===== src/rtl/rx_crc_receiver.sv =====
// rx_crc_receiver: UART-style serial receiver for a two-byte frame
// (start, 8 data bits LSB first, 8 CRC bits LSB first, stop).
// Optional feature macro: RX_CRC_CHECK_EN. When it is defined, crc_error
// flags a CRC-8 (poly 0x07, init 0x00, MSB-first) mismatch. When it is
// undefined, crc_error is tied to 0 and no CRC logic is built.
//
// Ports:
//   clk         system clock, rising edge
//   reset       synchronous active-low reset
//   rx_in       serial line, idles high
//   data_out    received data byte
//   crc_out     received CRC byte
//   data_valid  one-cycle pulse when data_out/crc_out/crc_error update
//   crc_error   CRC mismatch flag for the last accepted frame
//   frame_error one-cycle pulse on a bad stop bit
//   rx_busy     high whenever the receiver is not idle
module rx_crc_receiver #(
  parameter int unsigned BAUD_RATE = 9600
) (
  input  logic       clk,
  input  logic       reset,
  input  logic       rx_in,
  output logic [7:0] data_out,
  output logic [7:0] crc_out,
  output logic       data_valid,
  output logic       crc_error,
  output logic       frame_error,
  output logic       rx_busy
);

  localparam int unsigned CLK_FREQ   = 50000000;
  localparam int unsigned BIT_TICKS  = CLK_FREQ / BAUD_RATE;
  localparam int unsigned HALF_TICKS = BIT_TICKS / 2;
  localparam int unsigned CNT_W      = 13;
  localparam int unsigned BITS_W     = 4;

  localparam logic [CNT_W-1:0] BIT_LAST  = CNT_W'(BIT_TICKS - 1);
  localparam logic [CNT_W-1:0] HALF_LAST = CNT_W'(HALF_TICKS - 1);

  typedef enum logic [1:0] {IDLE, START, SHIFT, STOP} state_t;

  state_t              state, state_d;
  logic [1:0]          sync;
  logic                rx_s;
  logic [CNT_W-1:0]    cnt, cnt_d;
  logic [BITS_W-1:0]   bit_cnt, bit_cnt_d;
  logic [15:0]         shift, shift_d;
  logic                ferr_wait, ferr_wait_d;
  logic [7:0]          data_out_d, crc_out_d;
  logic                data_valid_d, crc_error_d, frame_error_d, rx_busy_d;
  logic                crc_mismatch_c;

  assign rx_s = sync[1];

`ifdef RX_CRC_CHECK_EN
  // CRC-8, poly 0x07, init 0x00, MSB-first, no reflection, no final XOR
  function automatic logic [7:0] crc8(input logic [7:0] d);
    logic [7:0] c;
    logic       fb;
    c = 8'h00;
    for (int i = 7; i >= 0; i--) begin
      fb = c[7] ^ d[i];
      c  = {c[6:0], 1'b0} ^ (fb ? 8'h07 : 8'h00);
    end
    return c;
  endfunction

  assign crc_mismatch_c = (shift[15:8] != crc8(shift[7:0]));
`else
  assign crc_mismatch_c = 1'b0;
`endif

  // State, synchronizer and all registered outputs
  always_ff @(posedge clk) begin
    if (!reset) begin
      state       <= IDLE;
      sync        <= 2'b11;
      cnt         <= '0;
      bit_cnt     <= '0;
      shift       <= '0;
      ferr_wait   <= 1'b0;
      data_out    <= 8'h00;
      crc_out     <= 8'h00;
      data_valid  <= 1'b0;
      crc_error   <= 1'b0;
      frame_error <= 1'b0;
      rx_busy     <= 1'b0;
    end else begin
      state       <= state_d;
      sync        <= {sync[0], rx_in};
      cnt         <= cnt_d;
      bit_cnt     <= bit_cnt_d;
      shift       <= shift_d;
      ferr_wait   <= ferr_wait_d;
      data_out    <= data_out_d;
      crc_out     <= crc_out_d;
      data_valid  <= data_valid_d;
      crc_error   <= crc_error_d;
      frame_error <= frame_error_d;
      rx_busy     <= rx_busy_d;
    end
  end

  // Next-state and next-output logic
  always_comb begin
    state_d       = state;
    cnt_d         = cnt;
    bit_cnt_d     = bit_cnt;
    shift_d       = shift;
    ferr_wait_d   = ferr_wait;
    data_out_d    = data_out;
    crc_out_d     = crc_out;
    crc_error_d   = crc_error;
    data_valid_d  = 1'b0;
    frame_error_d = 1'b0;

    unique case (state)
      IDLE: begin
        cnt_d       = '0;
        bit_cnt_d   = '0;
        ferr_wait_d = 1'b0;
        if (!rx_s) state_d = START;
      end

      START: begin
        if (cnt == HALF_LAST) begin
          cnt_d   = '0;
          // A high line at mid-start is a glitch, not a frame
          state_d = rx_s ? IDLE : SHIFT;
        end else begin
          cnt_d = CNT_W'(cnt + 1'b1);
        end
      end

      SHIFT: begin
        if (cnt == BIT_LAST) begin
          cnt_d     = '0;
          shift_d   = {rx_s, shift[15:1]};
          bit_cnt_d = BITS_W'(bit_cnt + 1'b1);
          if (bit_cnt == BITS_W'(15)) state_d = STOP;
        end else begin
          cnt_d = CNT_W'(cnt + 1'b1);
        end
      end

      STOP: begin
        if (ferr_wait) begin
          // After a bad stop bit, hold off until the line has recovered
          cnt_d = '0;
          if (rx_s) begin
            state_d     = IDLE;
            ferr_wait_d = 1'b0;
          end
        end else if (cnt == BIT_LAST) begin
          cnt_d = '0;
          if (rx_s) begin
            state_d      = IDLE;
            data_valid_d = 1'b1;
            data_out_d   = shift[7:0];
            crc_out_d    = shift[15:8];
            crc_error_d  = crc_mismatch_c;
          end else begin
            frame_error_d = 1'b1;
            ferr_wait_d   = 1'b1;
          end
        end else begin
          cnt_d = CNT_W'(cnt + 1'b1);
        end
      end

      default: state_d = IDLE;
    endcase

    rx_busy_d = (state_d != IDLE);
  end

endmodule


===== config.mk =====
export PLATFORM = sky130hd
export DESIGN_NAME = rx_crc_receiver
export DESIGN_NICKNAME = d
export VERILOG_FILES = /design/src/rtl/rx_crc_receiver.sv
export SDC_FILE = /design/constraint.sdc
export NUM_CORES = 1
export LEC_CHECK = 0
export CAP_MARGIN = 20
export CORE_ASPECT_RATIO = 1.2
export CORE_MARGIN = 3
export CORE_UTILIZATION = 30
export CTS_CLUSTER_SIZE = 8
export DETAILED_ROUTE_END_ITERATION = 12
export REMOVE_ABC_BUFFERS = 1
export SYNTH_ARGS = -nofsm -noshare
export SYNTH_HDL_FRONTEND = slang
export SYNTH_SLANG_ARGS = --single-unit

===== constraint.sdc =====
create_clock -name clk -period 2.4 [get_ports clk]
set_input_delay 0.6 -clock clk [delete_from_list [all_inputs] [get_ports clk]]
set_output_delay 0.6 -clock clk [all_outputs]
set_load 0.05 [all_outputs]

==> metrics.json <==
{
  "logic_synthesis": {
    "synth-seq-cells": 57,
    "synth-seq-area-share_pct": 47.6,
    "synth_top_area_share_pct": 47.6,
    "syn_area_per_cell_sq_um": 8.79,
    "synth_cells": 273,
    "yosys_cell_types": 47,
    "synth.cell_area_sq_mm": 0.00240,
    "synth_enable_flop_cells": 0,
    "yosys.cell_count.top_type": "nand2_1",
    "synth_area_leaders": "dfxtp_1, nand2_1, a21oi_1",
    "yosys_warnings": 0,
    "asyncSetResetFlopFracSynth_pct": 0,
    "cell_taking_the_most_area_after_synthesis": "dfxtp_1",
    "synth.top_cells.by_count": "nand2_1, dfxtp_1, a21oi_1",
    "synth_flop_cell": "dfxtp_1"
  },
  "clock_tree": {
    "post-cts-setup-buffers": 0,
    "post_cts.resized_instances": 0,
    "cts_tree": "done",
    "clk_pin_slew_ns": 0.06,
    "tritoncts_buffer_count": 9,
    "clkSinkCount": 57,
    "insertion_delay_ns": 0.34,
    "clk_root_buffer_cell": "clkbuf_8",
    "hold_fix_buffers_cts": 0,
    "cts.path.max_buffers": 2,
    "clock_tree.htree_level_count": 3
  },
  "worst_setup_path": {
    "timing.critical_path.fanout_max": 16,
    "worst_ep_arrival_time_ns": 2.35,
    "critical_path.top_delay_family": "simple AND/OR/NAND/NOR gates",
    "cp_slowest_stage_delay_ns": 0.57,
    "worst_setup_path_start_kind": "flip-flop",
    "timing.critical_path.to_type": "flip-flop",
    "critical_path.slowest_cell": "or4_4",
    "ff2ff_setup_slack_ns": 0.27,
    "critical-path-top-cell-by-count": "nand2_1",
    "worst-path-buf-inv": 1,
    "worst-endpoint-required_ns": 2.62,
    "crit_path_cell_trace": "or4_4, nor3_2, buf_4, nand2_1, nand2_1, a21oi_2",
    "path_class": "reg2reg"
  },
  "sta": {
    "finalMaxSlewViolations": 0,
    "timing.slew.headroom_pct": 64.0,
    "setup-tns-final_ns": 0,
    "final_min_period_over_clock_period_pct": 88.8,
    "total_setup_violations_reported_at_the_end_of_the_flow": 0,
    "unrepaired_setup_endpoints_after_global_routing": "false",
    "fin_worst_skew_ns": 0.00386,
    "worst_slew_pin_slew_ns": 0.539,
    "min_period_ns": 2.13,
    "max_freq_mhz": 469,
    "total_count_of_hold_check_failures_in_the_final_report": 0
  },
  "global_route": {
    "grt_start_max_net_pins": 28,
    "gr-total-overflow": 0,
    "antenna_found_initial": 0,
    "number_of_global_route_vias_before_repair": 1816,
    "track_usage_pct": 11.1,
    "global_route_wire_length_before_repair_um": 8060
  },
  "final_layout": {
    "layout.area.seq_sq_mm": 0.00114,
    "diodes": 0,
    "fin_cells": 393,
    "filler_cell_count": 805,
    "area_of_combinational_cells_with_multiple_inputs_sq_mm": 0.00112,
    "layout-drive-gt1-share_pct": 12.6,
    "design.final.nets": 306,
    "area.growth.synth_to_final_pct": 17.0
  },
  "power": {
    "combinationalPowerShare_pct": 9.2,
    "p_int_w": 0.00139,
    "static-leakage-power_nw": 0.935,
    "worst_ir_drop_vdd_mv": 0.359,
    "power.density_cell_area_mw_per_mm2": 671,
    "total_switching_power_w": 0.000487,
    "sw_frac_of_total_pct": 25.9,
    "p_seq_share_pct": 51.7,
    "pwr-share-clk_pct": 39.0
  },
  "floorplanning": {
    "design.core.area_sq_mm": 0.00771,
    "die_h_um": 104,
    "placement_rows": 35,
    "num_io_pins": 23,
    "overall_die_area_sq_mm": 0.00911,
    "die_width_um": 87.6,
    "floorplan.initialDensity_pct": 31.1
  },
  "detailed_routing": {
    "post-route-drc-count": 0,
    "vias_per_cell": 4.63,
    "first_pass_iters": 4,
    "first_iter_violations": 67,
    "final_antenna_net_count": 0,
    "detail_route.wl_per_cell_um": 11.4,
    "dr_vias": 1819,
    "drt_wl_total_um": 4470
  },
  "place": {
    "post_dp_hpwl_um": 3060,
    "finalWeightedCongestion": 0.781,
    "dp.cells": 377,
    "port-buffer-count": 21
  },
  "min_path": {
    "worstHoldPathType": "reg2reg"
  },
  "run": {
    "maxCapViolations": 0
  },
  "run_status": {
    "run_status": "finished, final reports clean"
  }
}
[layout by cell type, fill, tap and decap left out, types with 3 or more instances in the layout]
cell	instances
o21ai_0	4
a21oi_2	10
buf_4	3
a21oi_1	25
nand3_1	9
dfxtp_1	57
clkdlybuf4s50_1	21
and3_1	4
clkbuf_1	3
xor2_1	4
clkinv_2	4
clkbuf_8	9
nor3_1	3
inv_1	4
xnor2_1	7
nand2_1	71
nor2b_1	3
ha_1	7
nor2_1	22
[kinds of logic (layout without fill, tap and decap cells)]
kind of cell	after synthesis	in the layout	synth area share, %
AO/OA/AOI/OAI	48	48	13.6
XOR/XNOR	11	11	4.02
adder cells (fa/ha/maj)	7	7	3.65
buffers and inverters	18	46	5.63
flip-flops	57	57	47.6
multiplexers	2	2	0.835
other	1	1	0.156
AND/OR/NAND/NOR	129	129	24.6
[sequential cells by signal (all words and copies together) (netlist names)]
| name | count |
|---|---|
| cnt | 13 |
| data_valid | 1 |
| state | 2 |
| data_out | 8 |
| ferr_wait | 1 |
| bit_cnt | 4 |
| rx_busy | 1 |
| sync | 2 |
| frame_error | 1 |
| shift | 16 |
| crc_out | 8 |
[final timing paths]
kind,from,to,cells after the start
worst max-delay path,cnt[3],shift[9],6
worst min-delay path,sync[0],sync[1],1
worst max register to register,cnt[3],shift[9],6
worst min register to register,sync[0],sync[1],1
[metrics by stage]
step	util (%)	area [sq um]	setup slack, ns	power (W)	hold WS (ns)
CTS	36.4	2810	0.256	0.00191	0.422
detailed placement	34.4	2650	0.268	0.00117	0.407
finish	36.4	2810	0.269	0.00188	0.415
global route	36.4	2810	0.0723	0.00198	0.469
floorplan	-	2280	0.333	0.00112	0.386
global placement	34.4	2650	0.298	0.00117	0.394
[layout make-up]
cell class / count / share of cell area, %
Sequential cell: 57 / 40.7
Clock inverter: 4 / 0.714
Clock buffer: 12 / 4.82
Tap cell: 92 / 4.10
Inverter: 5 / 0.669
Multi-Input combinational cell: 198 / 40.0
Timing Repair Buffer: 25 / 9.01
[power by group through the flow]
stage	clock network, W	registers, W	logic, W
after global placement	0	0.000994	0.000176
after CTS	0.000764	0.000973	0.000177
final	0.000734	0.000973	0.000174
after global routing	0.000813	0.000975	0.000195
after floorplan	0	0.00101	0.000105
after detailed placement	0	0.000994	0.000176
[worst register-to-register path, stage by stage, from the launching register on]
cell	delay, ns
dfxtp_1	0.36
or4_4	0.57
nor3_2	0.27
buf_4	0.20
nand2_1	0.33
nand2_1	0.21
a21oi_2	0.07
[metal layers]
metal | GRT usage [%] | vias to the layer above | routed length (um)
li1 | - | 954 | -
met1 | 13.0 | 827 | 2070
met2 | 17.3 | 30 | 2080
met3 | 4.44 | 8 | 241
met4 | 5.37 | 0 | 86
met5 | 0 | - | 0
Note: power is estimated with default switching activity, not from simulation.
